$ cat src/rtl/bit_comparator.sv
// 2-bit unsigned magnitude comparator with registered one-hot GT/EQ/LT flags,
// a one-cycle output-valid pulse and saturating per-result event counters.
module bit_comparator #(
  parameter int CNT_W = 8
) (
  input  logic             clk,
  input  logic             rst,
  input  logic             A0,
  input  logic             A1,
  input  logic             B0,
  input  logic             B1,
  output logic             X,
  output logic             Y,
  output logic             Z,
  input  logic             in_valid,
  output logic             out_valid,
  output logic [CNT_W-1:0] gt_cnt,
  output logic [CNT_W-1:0] eq_cnt,
  output logic [CNT_W-1:0] lt_cnt
);

  localparam logic [CNT_W-1:0] CNT_MAX = {CNT_W{1'b1}};

  function automatic logic [CNT_W-1:0] sat_inc(input logic [CNT_W-1:0] cnt,
                                               input logic             en);
    logic [CNT_W-1:0] res;
    if (en && (cnt != CNT_MAX)) begin
      res = cnt + CNT_W'(1'b1);
    end else begin
      res = cnt;
    end
    return res;
  endfunction

  logic             msb_eq_s;
  logic             gt_s;
  logic             eq_s;
  logic             lt_s;

  logic             x_q, x_d;
  logic             y_q, y_d;
  logic             z_q, z_d;
  logic             vld_q, vld_d;
  logic [CNT_W-1:0] gt_q, gt_d;
  logic [CNT_W-1:0] eq_q, eq_d;
  logic [CNT_W-1:0] lt_q, lt_d;

  // MSB decides unless equal, then the LSB decides.
  assign msb_eq_s = ~(A1 ^ B1);
  assign gt_s     = (A1 & ~B1) | (msb_eq_s & A0 & ~B0);
  assign eq_s     = msb_eq_s & ~(A0 ^ B0);
  assign lt_s     = (~A1 & B1) | (msb_eq_s & ~A0 & B0);

  // Next-state: load flags and bump one counter on each accepted request.
  always_comb begin
    x_d   = x_q;
    y_d   = y_q;
    z_d   = z_q;
    vld_d = 1'b0;
    gt_d  = gt_q;
    eq_d  = eq_q;
    lt_d  = lt_q;
    if (in_valid) begin
      x_d   = gt_s;
      y_d   = eq_s;
      z_d   = lt_s;
      vld_d = 1'b1;
      gt_d  = sat_inc(gt_q, gt_s);
      eq_d  = sat_inc(eq_q, eq_s);
      lt_d  = sat_inc(lt_q, lt_s);
    end else begin
      vld_d = 1'b0;
    end
  end

  // State register; reset state encodes A=B=0, so Y starts high.
  always_ff @(posedge clk) begin
    if (rst) begin
      x_q   <= 1'b0;
      y_q   <= 1'b1;
      z_q   <= 1'b0;
      vld_q <= 1'b0;
      gt_q  <= {CNT_W{1'b0}};
      eq_q  <= {CNT_W{1'b0}};
      lt_q  <= {CNT_W{1'b0}};
    end else begin
      x_q   <= x_d;
      y_q   <= y_d;
      z_q   <= z_d;
      vld_q <= vld_d;
      gt_q  <= gt_d;
      eq_q  <= eq_d;
      lt_q  <= lt_d;
    end
  end

  assign X         = x_q;
  assign Y         = y_q;
  assign Z         = z_q;
  assign out_valid = vld_q;
  assign gt_cnt    = gt_q;
  assign eq_cnt    = eq_q;
  assign lt_cnt    = lt_q;

endmodule

$ cat config.mk
export PLATFORM = sky130hd
export DESIGN_NAME = bit_comparator
export DESIGN_NICKNAME = d
export VERILOG_FILES = /design/src/rtl/bit_comparator.sv
export SDC_FILE = /design/constraint.sdc
export NUM_CORES = 1
export LEC_CHECK = 0
export ABC_AREA = 1
export BUFFER_PORTS_ARGS = -buffer_cell sky130_fd_sc_hd__buf_4
export CORE_ASPECT_RATIO = 0.6
export CORE_MARGIN = 5
export CORE_UTILIZATION = 30
export DETAILED_ROUTE_END_ITERATION = 6
export PLACE_DENSITY = 0.58
export SLEW_MARGIN = 30
export SYNTH_ARGS = -nofsm -noshare
export SYNTH_HDL_FRONTEND = slang
export SYNTH_SLANG_ARGS = --single-unit
$ cat constraint.sdc
create_clock -name clk -period 2.5 [get_ports clk]
set_input_delay 0.25 -clock clk [delete_from_list [all_inputs] [get_ports clk]]
set_output_delay 0.25 -clock clk [all_outputs]
set_load 0.01 [all_outputs]
# Word-level counts from Yosys, hierarchy flattened
# Cells that the tools add are included.
# classes
addsub,3
n_eq_ne,3
mux,1
bitwise_logic,17
reduce_logical,6
# op_table
op,count
"8-bit by 1-bit adder with 8-bit output, second input constant",3
"8-bit inequality test, second input constant",3
1-bit bitwise AND,7
1-bit NOT,6
2-bit AND reduction,3
1-bit logical AND,3
1-bit OR,2
1-bit bitwise XOR,2
1-bit two-way mux,1
# word_totals
regBits,28
in_bits,7
output_inout_bits,28

# Logic depth before layout (Yosys ltp)
# logic_depth
word_depth,7
mapped_depth,10
depth_no_buf,10

# Worst setup path before layout
# No wires, ideal clock.
# synth_timing
kind,register to register
startpoint,register lt_q[1] (netlist: lt_cnt[1])
endpoint,register lt_q[4] (netlist: lt_cnt[4])
setup_time_ps,131
t_arrival_ps,1201
t_required_ps,2369
path_slack_ps,1169
stages_incl_launch_ff,9
n_path_buf,0
synth_period_minus_slack_ps,1331
cell_sequence,dfxtp_1 > ha_1 > nand2_2 > nor2_4 > nand2_4 > nand2_4 > clkinv_2 > nand2_1 > a21oi_2
# synth_between
elab_chain_cells,3
word_cells_on_any_way,4
cone_classes,add/sub: 1; eq/ne: 1; reduce/logical: 2
# synth_lines
element,line_no,text
"start, declared",46,"logic [CNT_W-1:0] lt_q, lt_d;"
"start signal, assigned",85,lt_q <= {CNT_W{1'b0}};
"start signal, assigned",93,lt_q <= lt_d;
branches (longest 3 deep; another with 8-bit by 1-bit adder with 8-bit output),--,
# Parallel ways; which one is timed is not known.
# A chain may end at the register's enable or synchronous reset.

# Worst setup path after layout
# layout_timing
startpoint,register gt_q[1] (netlist: gt_cnt[1])
endpoint,register gt_q[3] (netlist: gt_cnt[3])
# layout_between
elab_chain_cells,3
word_cells_on_any_way,4
cone_classes,add/sub: 1; eq/ne: 1; reduce/logical: 2
# layout_lines
element,line_no,text
"start, declared",44,"logic [CNT_W-1:0] gt_q, gt_d;"
"start signal, assigned",83,gt_q <= {CNT_W{1'b0}};
"start signal, assigned",91,gt_q <= gt_d;
branches (longest 3 deep; another with 8-bit by 1-bit adder with 8-bit output),--,
# Parallel ways; which one is timed is not known.

==> out/results.ini <==
[clocking]
cts_max_level = 1
clkLatencyLatePin_ns = 0.27
cts_inserted_buffers = 3
ctsResizeCount = 0
cts_tree = built
cts-root-buf = clkbuf_8
post_cts_buffers = 0
cts_buffer_depth = 2
clock_sinks = 28
path_clk_slew_ns = 0.09
ctsHoldBuffers = 0

[critical_path]
arrival_ns = 1.59
cp.required_ns = 2.66
crit_family = simple AND/OR/NAND/NOR gates
cp_num_buf_inv = 1
crit_path_max_incr_delay_ns = 0.43
regToRegSetupSlack_ns = 1.07
crit_chain = ha_1 > nand2_2 > nor2_4 > nand2_2 > nand2_4 > inv_4 > nand2_1 > a21oi_2
worst-path-max-fanout = 7
start_kind = flop
crit_cells = 8
slowest_stage = dfxtp_1
r2r_cells = 8
end_kind = flop
cpMostUsedCell = nand2_2
path_class = reg -> reg

[timing]
max_slew_margin = 0.791
tns_ns = 0
fmax_ghz = 0.701
min_period_over_period = 0.571
rsz0062_at_grt = false
setup_viol = 0
tightest_slew_ns = 0.313
hold_violations = 0
fin_skew_ns = 0.00210
drv_slew = 0
period_minus_slack_ns = 1.43

[power]
vdd_drop_max_uv = 261
p_per_area_nw_per_um2 = 409
leakage_uw = 0.000877

[floorplanning]
rows = 20
num_io_pins = 35
dieWidth_um = 105
chipHeight_um = 67.3
start_util = 0.316
core_area_um2 = 5180
die-area_um2 = 7090

[synth]
synth-seq-cells = 28
synth_top_area_frac = 0.342
yosys_most_used_dff = dfxtp_1
synth.area.top_cells = dfxtp_1, nand2_1, nor2_1
synth_nets = 253
synthCells = 241
synthArstFlopShare = 0
synth-edff-count = 0
yosysWarningCount = 0
yosysSeqAreaShare = 0.342
synth_top_cell_by_area = dfxtp_1
ys_types = 23
avgSynthCellArea_um2 = 6.80
synth_area_um2 = 1640

[global_routing]
grt.overflow.total = 0
antenna_found_initial = 0
grt_max_degree = 21
grt_pass1_wl_um = 6410
track_usage = 0.114
first_global_vias = 1277

[final_layout]
seq_area_um2 = 561
fill_cells = 560
diodes = 0
multi_input_comb_area_um2 = 941
drive_gt1_frac = 0.243
area_delta_synth_final_pct = 22.6
nets = 290
fin_area_um2 = 2010

[drt]
drt_pass1_iterations = 4
vias_per_cell = 4.41
vias = 1508
wl_per_cell_um = 11.5
ant_nets = 0
drtIter0Drc = 77
drc = 0
drt_wl_total_um = 3930

[status]
status = finished clean

[placed_design]
dpl_cell_area_um2 = 1970
dpl.hpwl_um = 3000
gp_congestion = 0.842
port_buffers = 34

[run]
cap_violations = 0

[min_path]
min_path_cells = 3
hp-class = in -> reg

sequential cells by signal, indices dropped and copies added, names as in the netlist:
signal     count
eq_cnt         8
gt_cnt         8
lt_cnt         8
X              1
Y              1
Z              1
out_valid      1
cell usage after synthesis (2+ instances only):
master / n
nand2_1: 61
nand2_2: 8
nor2_4: 3
nor2_1: 38
nand3_2: 2
nand3_1: 18
xor2_1: 8
o21ai_1: 2
clkinv_2: 2
nand2_4: 5
o21ai_0: 6
nor2_2: 2
a21oi_1: 7
ha_1: 5
dfxtp_1: 28
nand4_1: 6
a21oi_2: 6
inv_1: 29
layer usage:
metal / track usage / wire length (um) / vias to the layer above
met4: 0.0196 / 17 / 0
li1: - / - / 826
met5: 0 / 0 / -
met2: 0.152 / 1440 / 28
met3: 0.0392 / 204 / 2
met1: 0.174 / 2260 / 652
path summary, 6_finish.rpt:
path	to	from
worst min register to register	Y$_SDFFE_PP1P_	Y$_SDFFE_PP1P_
worst min-delay path	out_valid$_SDFF_PP0_	in_valid
worst max register to register	gt_cnt[3]$_SDFFE_PP0P_	gt_cnt[1]$_SDFFE_PP0P_
worst max-delay path	gt_cnt[3]$_SDFFE_PP0P_	gt_cnt[1]$_SDFFE_PP0P_
stage by stage:
step	hold WS [ns]	power (uW)	util	worst slack (ns)	cells
6_report	0.256	821	0.388	1.07	342
5_1_grt	0.281	870	0.388	0.918	342
4_1_cts	0.247	836	0.388	1.08	342
3_5_place_dp	0.459	585	0.380	1.04	339
3_3_place_gp	0.471	583	0.380	1.05	339
2_1_floorplan	0.375	541	-	1.17	241
cell type report:
| class | instances | area share |
|---|---|---|
| Tap cell | 66 | 0.0411 |
| Multi-Input combinational cell | 178 | 0.468 |
| Clock buffer | 3 | 0.0205 |
| Inverter | 33 | 0.0641 |
| Timing Repair Buffer | 34 | 0.127 |
| Sequential cell | 28 | 0.279 |
where the power goes:
group,switching (uW),internal (uW),total [uW]
combinational,63.2,40.5,104
clock,139,108,247
sequential,12.5,457,470
cells in the final DEF (no fill, tap or decap):
master / Yosys / routed
nand3_1: 18 / 18
inv_1: 29 / 29
nor2_1: 38 / 38
o21ai_0: 6 / 6
nand4_1: 6 / 6
a21oi_2: 6 / 6
ha_1: 5 / 5
clkbuf_8: 0 / 3
nand2_4: 5 / 5
dfxtp_1: 28 / 28
nand2_1: 61 / 61
nand2_2: 8 / 8
xnor2_1: 1 / 1
inv_4: 1 / 1
nand3_2: 2 / 2
inv_2: 1 / 1
buf_4: 0 / 34
nor2_4: 3 / 3
a21oi_1: 7 / 7
o21ai_1: 2 / 2
xor2_1: 8 / 8
nor2_2: 2 / 2
clkinv_2: 2 / 2
kinds of logic after synthesis:
group           count (synthesis)  synth area share
compound gates                 21            0.0779
xor+xnor                        9            0.0481
fa+ha+maj                       5            0.0382
buf+inv                        35            0.0840
flops                          28             0.342
simple gates                  143             0.410
worst min-delay path, stage by stage:
cell and delay (ns):
buf_4 0.13, inv_1 0.07, nor2_1 0.04
Note: power is estimated with default switching activity, not from simulation.
